## src/rtl/mips_multicycle_ctrl.sv

```systemverilog
// Multicycle MIPS-subset control FSM: Moore control word per state, plus a
// retired-instruction counter and a sticky illegal-opcode error flag.
module mips_multicycle_ctrl #(
  parameter int CNT_W    = 32,
  parameter bit ERR_HALT = 1'b1
) (
  input  logic             i_clk,
  input  logic             i_reset,
  input  logic [5:0]       i_opcode,
  input  logic [5:0]       i_funct,
  input  logic             i_zero,
  output logic             o_pcWrite,
  output logic             o_pcWriteCond,
  output logic [1:0]       o_pcSrc,
  output logic             o_iorD,
  output logic             o_memWrite,
  output logic             o_irWrite,
  output logic             o_regWrite,
  output logic [1:0]       o_regDst,
  output logic [1:0]       o_memToReg,
  output logic             o_aluSrcA,
  output logic [1:0]       o_aluSrcB,
  output logic [1:0]       o_aluOp,
  output logic [3:0]       o_state,
  output logic             o_retired,
  output logic [CNT_W-1:0] o_instrCount,
  output logic             o_error
);

  typedef enum logic [3:0] {
    S_FETCH  = 4'd0,  S_DECODE = 4'd1,  S_MEMADR = 4'd2,  S_MEMRD  = 4'd3,
    S_MEMWB  = 4'd4,  S_MEMWR  = 4'd5,  S_RTEXEC = 4'd6,  S_RTWB   = 4'd7,
    S_ITEXEC = 4'd8,  S_ITWB   = 4'd9,  S_BRANCH = 4'd10, S_JUMP   = 4'd11,
    S_JAL    = 4'd12, S_JR     = 4'd13, S_ERROR  = 4'd15
  } state_t;

  localparam logic [5:0] OP_RTYPE = 6'h00, OP_J    = 6'h02, OP_JAL  = 6'h03;
  localparam logic [5:0] OP_BNE   = 6'h05, OP_ADDI = 6'h08, OP_XORI = 6'h0E;
  localparam logic [5:0] OP_LW    = 6'h23, OP_SW   = 6'h2B;
  localparam logic [5:0] FN_JR    = 6'h08, FN_ADD  = 6'h20, FN_SUB  = 6'h22;
  localparam logic [5:0] FN_SLT   = 6'h2A;

  state_t           r_state;
  state_t           w_next;
  logic [CNT_W-1:0] r_instrCount;
  logic             r_error;
  logic             w_illegal;
  logic             w_retired;
  logic             w_pcWrite, w_pcWriteCond, w_memWrite, w_irWrite, w_regWrite;

  always_comb begin
    w_next        = S_FETCH;
    w_illegal     = 1'b0;
    w_retired     = 1'b0;
    w_pcWrite     = 1'b0;
    w_pcWriteCond = 1'b0;
    w_memWrite    = 1'b0;
    w_irWrite     = 1'b0;
    w_regWrite    = 1'b0;
    o_pcSrc       = 2'd0;
    o_iorD        = 1'b0;
    o_regDst      = 2'd0;
    o_memToReg    = 2'd0;
    o_aluSrcA     = 1'b0;
    o_aluSrcB     = 2'd0;
    o_aluOp       = 2'd0;
    case (r_state)
      S_FETCH: begin
        w_irWrite = 1'b1;
        w_pcWrite = 1'b1;
        o_aluSrcB = 2'd1;
        w_next    = S_DECODE;
      end
      S_DECODE: begin
        // ALU precomputes the branch target while the opcode is dispatched
        o_aluSrcB = 2'd3;
        case (i_opcode)
          OP_LW, OP_SW:    w_next = S_MEMADR;
          OP_RTYPE: begin
            if (i_funct == FN_ADD || i_funct == FN_SUB || i_funct == FN_SLT)
              w_next = S_RTEXEC;
            else if (i_funct == FN_JR)
              w_next = S_JR;
            else
              w_illegal = 1'b1;
          end
          OP_ADDI, OP_XORI: w_next = S_ITEXEC;
          OP_BNE:           w_next = S_BRANCH;
          OP_J:             w_next = S_JUMP;
          OP_JAL:           w_next = S_JAL;
          default:          w_illegal = 1'b1;
        endcase
        if (w_illegal) begin
          w_next    = ERR_HALT ? S_ERROR : S_FETCH;
          w_retired = !ERR_HALT;
        end
      end
      S_MEMADR: begin
        o_aluSrcA = 1'b1;
        o_aluSrcB = 2'd2;
        w_next    = (i_opcode == OP_SW) ? S_MEMWR : S_MEMRD;
      end
      S_MEMRD: begin
        o_iorD = 1'b1;
        w_next = S_MEMWB;
      end
      S_MEMWB: begin
        w_regWrite = 1'b1;
        o_memToReg = 2'd1;
        w_retired  = 1'b1;
      end
      S_MEMWR: begin
        o_iorD     = 1'b1;
        w_memWrite = 1'b1;
        w_retired  = 1'b1;
      end
      S_RTEXEC: begin
        o_aluSrcA = 1'b1;
        if (i_funct == FN_SUB)      o_aluOp = 2'd1;
        else if (i_funct == FN_SLT) o_aluOp = 2'd3;
        w_next = S_RTWB;
      end
      S_RTWB: begin
        w_regWrite = 1'b1;
        o_regDst   = 2'd1;
        w_retired  = 1'b1;
      end
      S_ITEXEC: begin
        o_aluSrcA = 1'b1;
        o_aluSrcB = 2'd2;
        o_aluOp   = (i_opcode == OP_XORI) ? 2'd2 : 2'd0;
        w_next    = S_ITWB;
      end
      S_ITWB: begin
        w_regWrite = 1'b1;
        w_retired  = 1'b1;
      end
      S_BRANCH: begin
        o_aluSrcA     = 1'b1;
        o_aluOp       = 2'd1;
        o_pcSrc       = 2'd1;
        w_pcWriteCond = ~i_zero;
        w_retired     = 1'b1;
      end
      S_JUMP: begin
        w_pcWrite = 1'b1;
        o_pcSrc   = 2'd2;
        w_retired = 1'b1;
      end
      S_JAL: begin
        w_pcWrite  = 1'b1;
        o_pcSrc    = 2'd2;
        w_regWrite = 1'b1;
        o_regDst   = 2'd2;
        o_memToReg = 2'd2;
        w_retired  = 1'b1;
      end
      S_JR: begin
        w_pcWrite = 1'b1;
        o_pcSrc   = 2'd3;
        w_retired = 1'b1;
      end
      S_ERROR: w_next = S_ERROR;
      default: w_next = S_FETCH;
    endcase
  end

  // Reset masks every side-effecting strobe so nothing is written mid-reset
  assign o_pcWrite     = w_pcWrite     & ~i_reset;
  assign o_pcWriteCond = w_pcWriteCond & ~i_reset;
  assign o_memWrite    = w_memWrite    & ~i_reset;
  assign o_irWrite     = w_irWrite     & ~i_reset;
  assign o_regWrite    = w_regWrite    & ~i_reset;
  assign o_retired     = w_retired     & ~i_reset;
  assign o_state       = r_state;
  assign o_instrCount  = r_instrCount;
  assign o_error       = r_error;

  always_ff @(posedge i_clk) begin
    if (i_reset) begin
      r_state      <= S_FETCH;
      r_instrCount <= '0;
      r_error      <= 1'b0;
    end else begin
      r_state <= w_next;
      if (w_retired) r_instrCount <= r_instrCount + CNT_W'(1);
      if (w_next == S_ERROR) r_error <= 1'b1;
    end
  end

endmodule

```

## config.mk

```make
export PLATFORM = sky130hd
export DESIGN_NAME = mips_multicycle_ctrl
export DESIGN_NICKNAME = d
export VERILOG_FILES = /design/src/rtl/mips_multicycle_ctrl.sv
export SDC_FILE = /design/constraint.sdc
export NUM_CORES = 1
export LEC_CHECK = 0
export CAP_MARGIN = 0
export CORE_MARGIN = 2
export CORE_UTILIZATION = 35
export CTS_BUF_LIST = sky130_fd_sc_hd__clkbuf_2 sky130_fd_sc_hd__clkbuf_4 sky130_fd_sc_hd__clkbuf_8
export DETAILED_ROUTE_END_ITERATION = 6
export PLACE_DENSITY = 0.63
export SYNTH_ARGS = -nofsm -noshare
export SYNTH_HDL_FRONTEND = slang
export SYNTH_SLANG_ARGS = --single-unit
```

## constraint.sdc

```tcl
create_clock -name i_clk -period 3.6 [get_ports i_clk]
set_input_delay 0.54 -clock i_clk [delete_from_list [all_inputs] [get_ports i_clk]]
set_output_delay 0.54 -clock i_clk [all_outputs]
set_load 0.05 [all_outputs]
```

==> results of run 1 <==
## power groups by stage
stage / Combinational [W] / Sequential (W) / Clock, W
global route: 0.000818 / 0.000542 / 0.000315
floorplan: 0.000497 / 0.000561 / 0
detailed placement: 0.000768 / 0.000538 / 0
finish: 0.000767 / 0.000532 / 0.000289
CTS: 0.000771 / 0.000529 / 0.000302
global placement: 0.000768 / 0.000538 / 0
## metal layers
layer | part of all wire (%) | track usage (%) | wire length (µm)
met1 | 49 | 23.7 | 3040
met2 | 47 | 27.8 | 2890
met3 | 3.8 | 3.24 | 235
met4 | 0.77 | 3.41 | 48
met5 | 0 | 0 | 0
## state kept, by name, summed over array words and instances (netlist names)
signal        flops
o_state           4
o_instrCount     32
o_error           1
## area by class of cell
cell class | count | area share (%)
well taps | 77 | 3.04
clock buffers | 6 | 2.41
repair buffers | 71 | 22.5
multi-input cells | 247 | 47.1
flip-flops and latches | 37 | 23.3
clock inverters | 2 | 0.315
inverters | 11 | 1.30
## worst paths after layout
path / cells past startpoint / endpoint / slack (ns)
max: 6 / o_aluOp[0] / 0.47
min: 2 / o_instrCount[31]$_SDFFE_PP0N_ / 0.48
max reg2reg: 5 / o_instrCount[25]$_SDFFE_PP0N_ / 0.79
min reg2reg: 2 / o_instrCount[31]$_SDFFE_PP0N_ / 0.48
## cell usage in the layout (no fill, tap or decap), types with 2 or more instances in the layout
master,count
buf_4,7
o21ai_0,10
a21oi_1,12
o31ai_1,2
nor2_1,43
or3_1,4
and3b_1,2
o22ai_1,2
a31oi_1,3
o41ai_1,2
xor2_1,2
buf_12,2
nand2b_1,10
or2_2,3
nor4b_1,3
nand4_1,8
nor4_1,12
dfxtp_1,37
and2_1,6
a211oi_1,2
nor3b_1,2
nand4b_1,2
clkinv_2,2
or4_1,2
o221ai_1,2
xnor2_1,26
or3_2,3
and4_1,2
o21a_1,2
inv_1,11
nor2b_1,5
nand3_1,13
mux2i_1,2
clkdlybuf4s50_1,62
clkbuf_8,5
nor3_1,25
nand2_1,19
## cell usage after synthesis, types with 10 or more instances
cell type	number	area share, %
nor2_1	43	6.8
xnor2_1	26	9.6
nand2b_1	10	2.6
a21oi_1	12	2.5
nor3_1	25	5.3
nand2_1	19	3.0
o21ai_0	10	2.1
clkbuf_1	20	3.2
inv_1	11	1.7
nor4_1	13	3.4
nand3_1	13	2.7
dfxtp_1	37	31
## kinds of logic (layout without fill, tap and decap cells)
kind of cell    after synthesis  count (layout)  synth area share [%]
fa+ha+maj                     1               1                 0.528
buf+inv                      34              90                  5.86
compound gates               46              46                  12.7
simple gates                170             170                  38.5
flops                        37              37                  31.3
xor+xnor                     28              28                  10.4
mux                           2               2                 0.845
## worst max-delay path, delay by kind of cell
family                 cells  cell delay (ns)
and+or+nand+nor            4             0.88
buffers and inverters      2             1.18
## stage by stage
step / hold WS, ns / power, W / cells / area, µm² / setup slack [ns]
2_1_floorplan: 0.700 / 0.00106 / 318 / 2370 / 0.585
3_3_place_gp: 0.462 / 0.00131 / 443 / 3090 / 0.495
3_5_place_dp: 0.480 / 0.00131 / 443 / 3090 / 0.460
4_1_cts: 0.490 / 0.00160 / 451 / 3170 / 0.453
5_1_grt: 0.508 / 0.00167 / 451 / 3170 / 0.281
6_report: 0.485 / 0.00159 / 451 / 3170 / 0.466
==> impl_metrics.tcl, run 1 <==
set metrics [dict create \
    r2r-start "o_state[2]$_SDFF_PP0_" \
    synth_seq_cells 37 \
    multi_input_area_mm2 0.00150 \
    path_class "primary input to output pin" \
    finalNetCount 389 \
    cts_buffers 5 \
    switching_share_pct 45.7 \
    async_flop_share_pct 0 \
    slew_headroom_pct 26.9 \
    detail-route-antenna-nets 0 \
    syn2layout_area_growth_pct 34.0 \
    die_height_um 86.3 \
    p_seq_share_pct 33.5 \
    cp_common_cell "clkdlybuf4s50_1" \
    gp_congestion 0.799 \
    cell_internal_pwr_w 0.000862 \
    synth-seq-area-share_pct 31.3 \
    cts.repair.resized 0 \
    io_pins 70 \
    arrival_ns 2.59 \
    comb_power_share_pct 48.3 \
    seq_area_um2 741 \
    die_w_um 86.3 \
    report.final.slew_viol_count 0 \
    antenna_cells 0 \
    tritoncts "yes" \
    cts_buffer_depth 2 \
    rsz0062_at_grt "false" \
    synthFlopType "dfxtp_1" \
    synth_edf_count 0 \
    antenna_found_initial 0 \
    period_needed_ns 3.13 \
    maxCapViolations 0 \
    fp.dieArea_mm2 0.00744 \
    htreeDepth 2 \
    powerDensity_mw_per_mm2 500 \
    status "finished, final reports clean" \
    drc 0 \
    syn-cell-area_mm2 0.00237 \
    min_period_over_period_pct 87.0 \
    hpwl_um 4450 \
    drt_iter0_drc 136 \
    p_clk_share_pct 18.2 \
    start_kind "primary input" \
    hold_viol 0 \
    hold_buffers 0 \
    fp.coreArea_mm2 0.00646 \
    clock_latency_ns 0.29 \
    std_cell_rows 29 \
    syn-instance-count 318 \
    clock_sinks 37 \
    setup_viol 0 \
    drive_gt1_share_pct 7.49 \
    synth_nets 334 \
    cp_slowest_cell "clkdlybuf4s50_1" \
    viasPerCell 5.29 \
    cp-end-kind "output pin" \
    synth_area_per_cell_um2 7.45 \
    required_ns 3.06 \
    crit_path_start "i_funct[4]" \
    slowest_delay_ns 0.79 \
    cp_max_fo 6 \
    min_from "o_instrCount[31]$_SDFFE_PP0N_" \
    max_freq_ghz 0.319 \
    synth_cell_type_count 51 \
    grt_max_degree 37 \
    portBuffers 69 \
    routed-via-count 2386 \
    tns_ns 0 \
    ys_warn_count 0 \
    utilization_pct 49.1 \
    hold_class "flop to flop" \
    grt.overflow.total 0 \
    skew_ns 0.00416 \
    grt_first_pass_wirelength_um 10500 \
    cts.clk_slew.worst_paths_ns 0.07 \
    initial_core_util_pct 36.7 \
    switching_power_w 0.000725 \
    wl_per_cell_um 13.8 \
    drt-pass1-iter-count 4 \
    post-cts-setup-buffer-count 0 \
    cellLeakagePower_nw 0.993 \
    fillers 662 \
    worst_ir_drop_vdd_mv 0.174 \
    grt.total_usage_pct 17.1 \
    drt_wl_total_um 6210 \
    worstPathCellList "clkdlybuf4s50_1 > or3_1 > nor3_1 > nand3_1 > nand2_1 > clkdlybuf4s50_1" \
    tightest_slew_ns 1.10 \
    cts_root_buffer "clkbuf_8" \
    grt_pass1_vias 2210 \
]
Note: power is estimated with default switching activity, not from simulation.
==> inputs of run 2 (changes only) <==
--- a/config.mk
+++ b/config.mk
@@ -5,7 +5,7 @@
 export SDC_FILE = /design/constraint.sdc
 export NUM_CORES = 1
 export LEC_CHECK = 0
-export CAP_MARGIN = 0
+export CAP_MARGIN = 5
 export CORE_MARGIN = 2
 export CORE_UTILIZATION = 35
 export CTS_BUF_LIST = sky130_fd_sc_hd__clkbuf_2 sky130_fd_sc_hd__clkbuf_4 sky130_fd_sc_hd__clkbuf_8
==> results of run 2 <==
Final layout, timing and power as in run 1 (identical DEF).
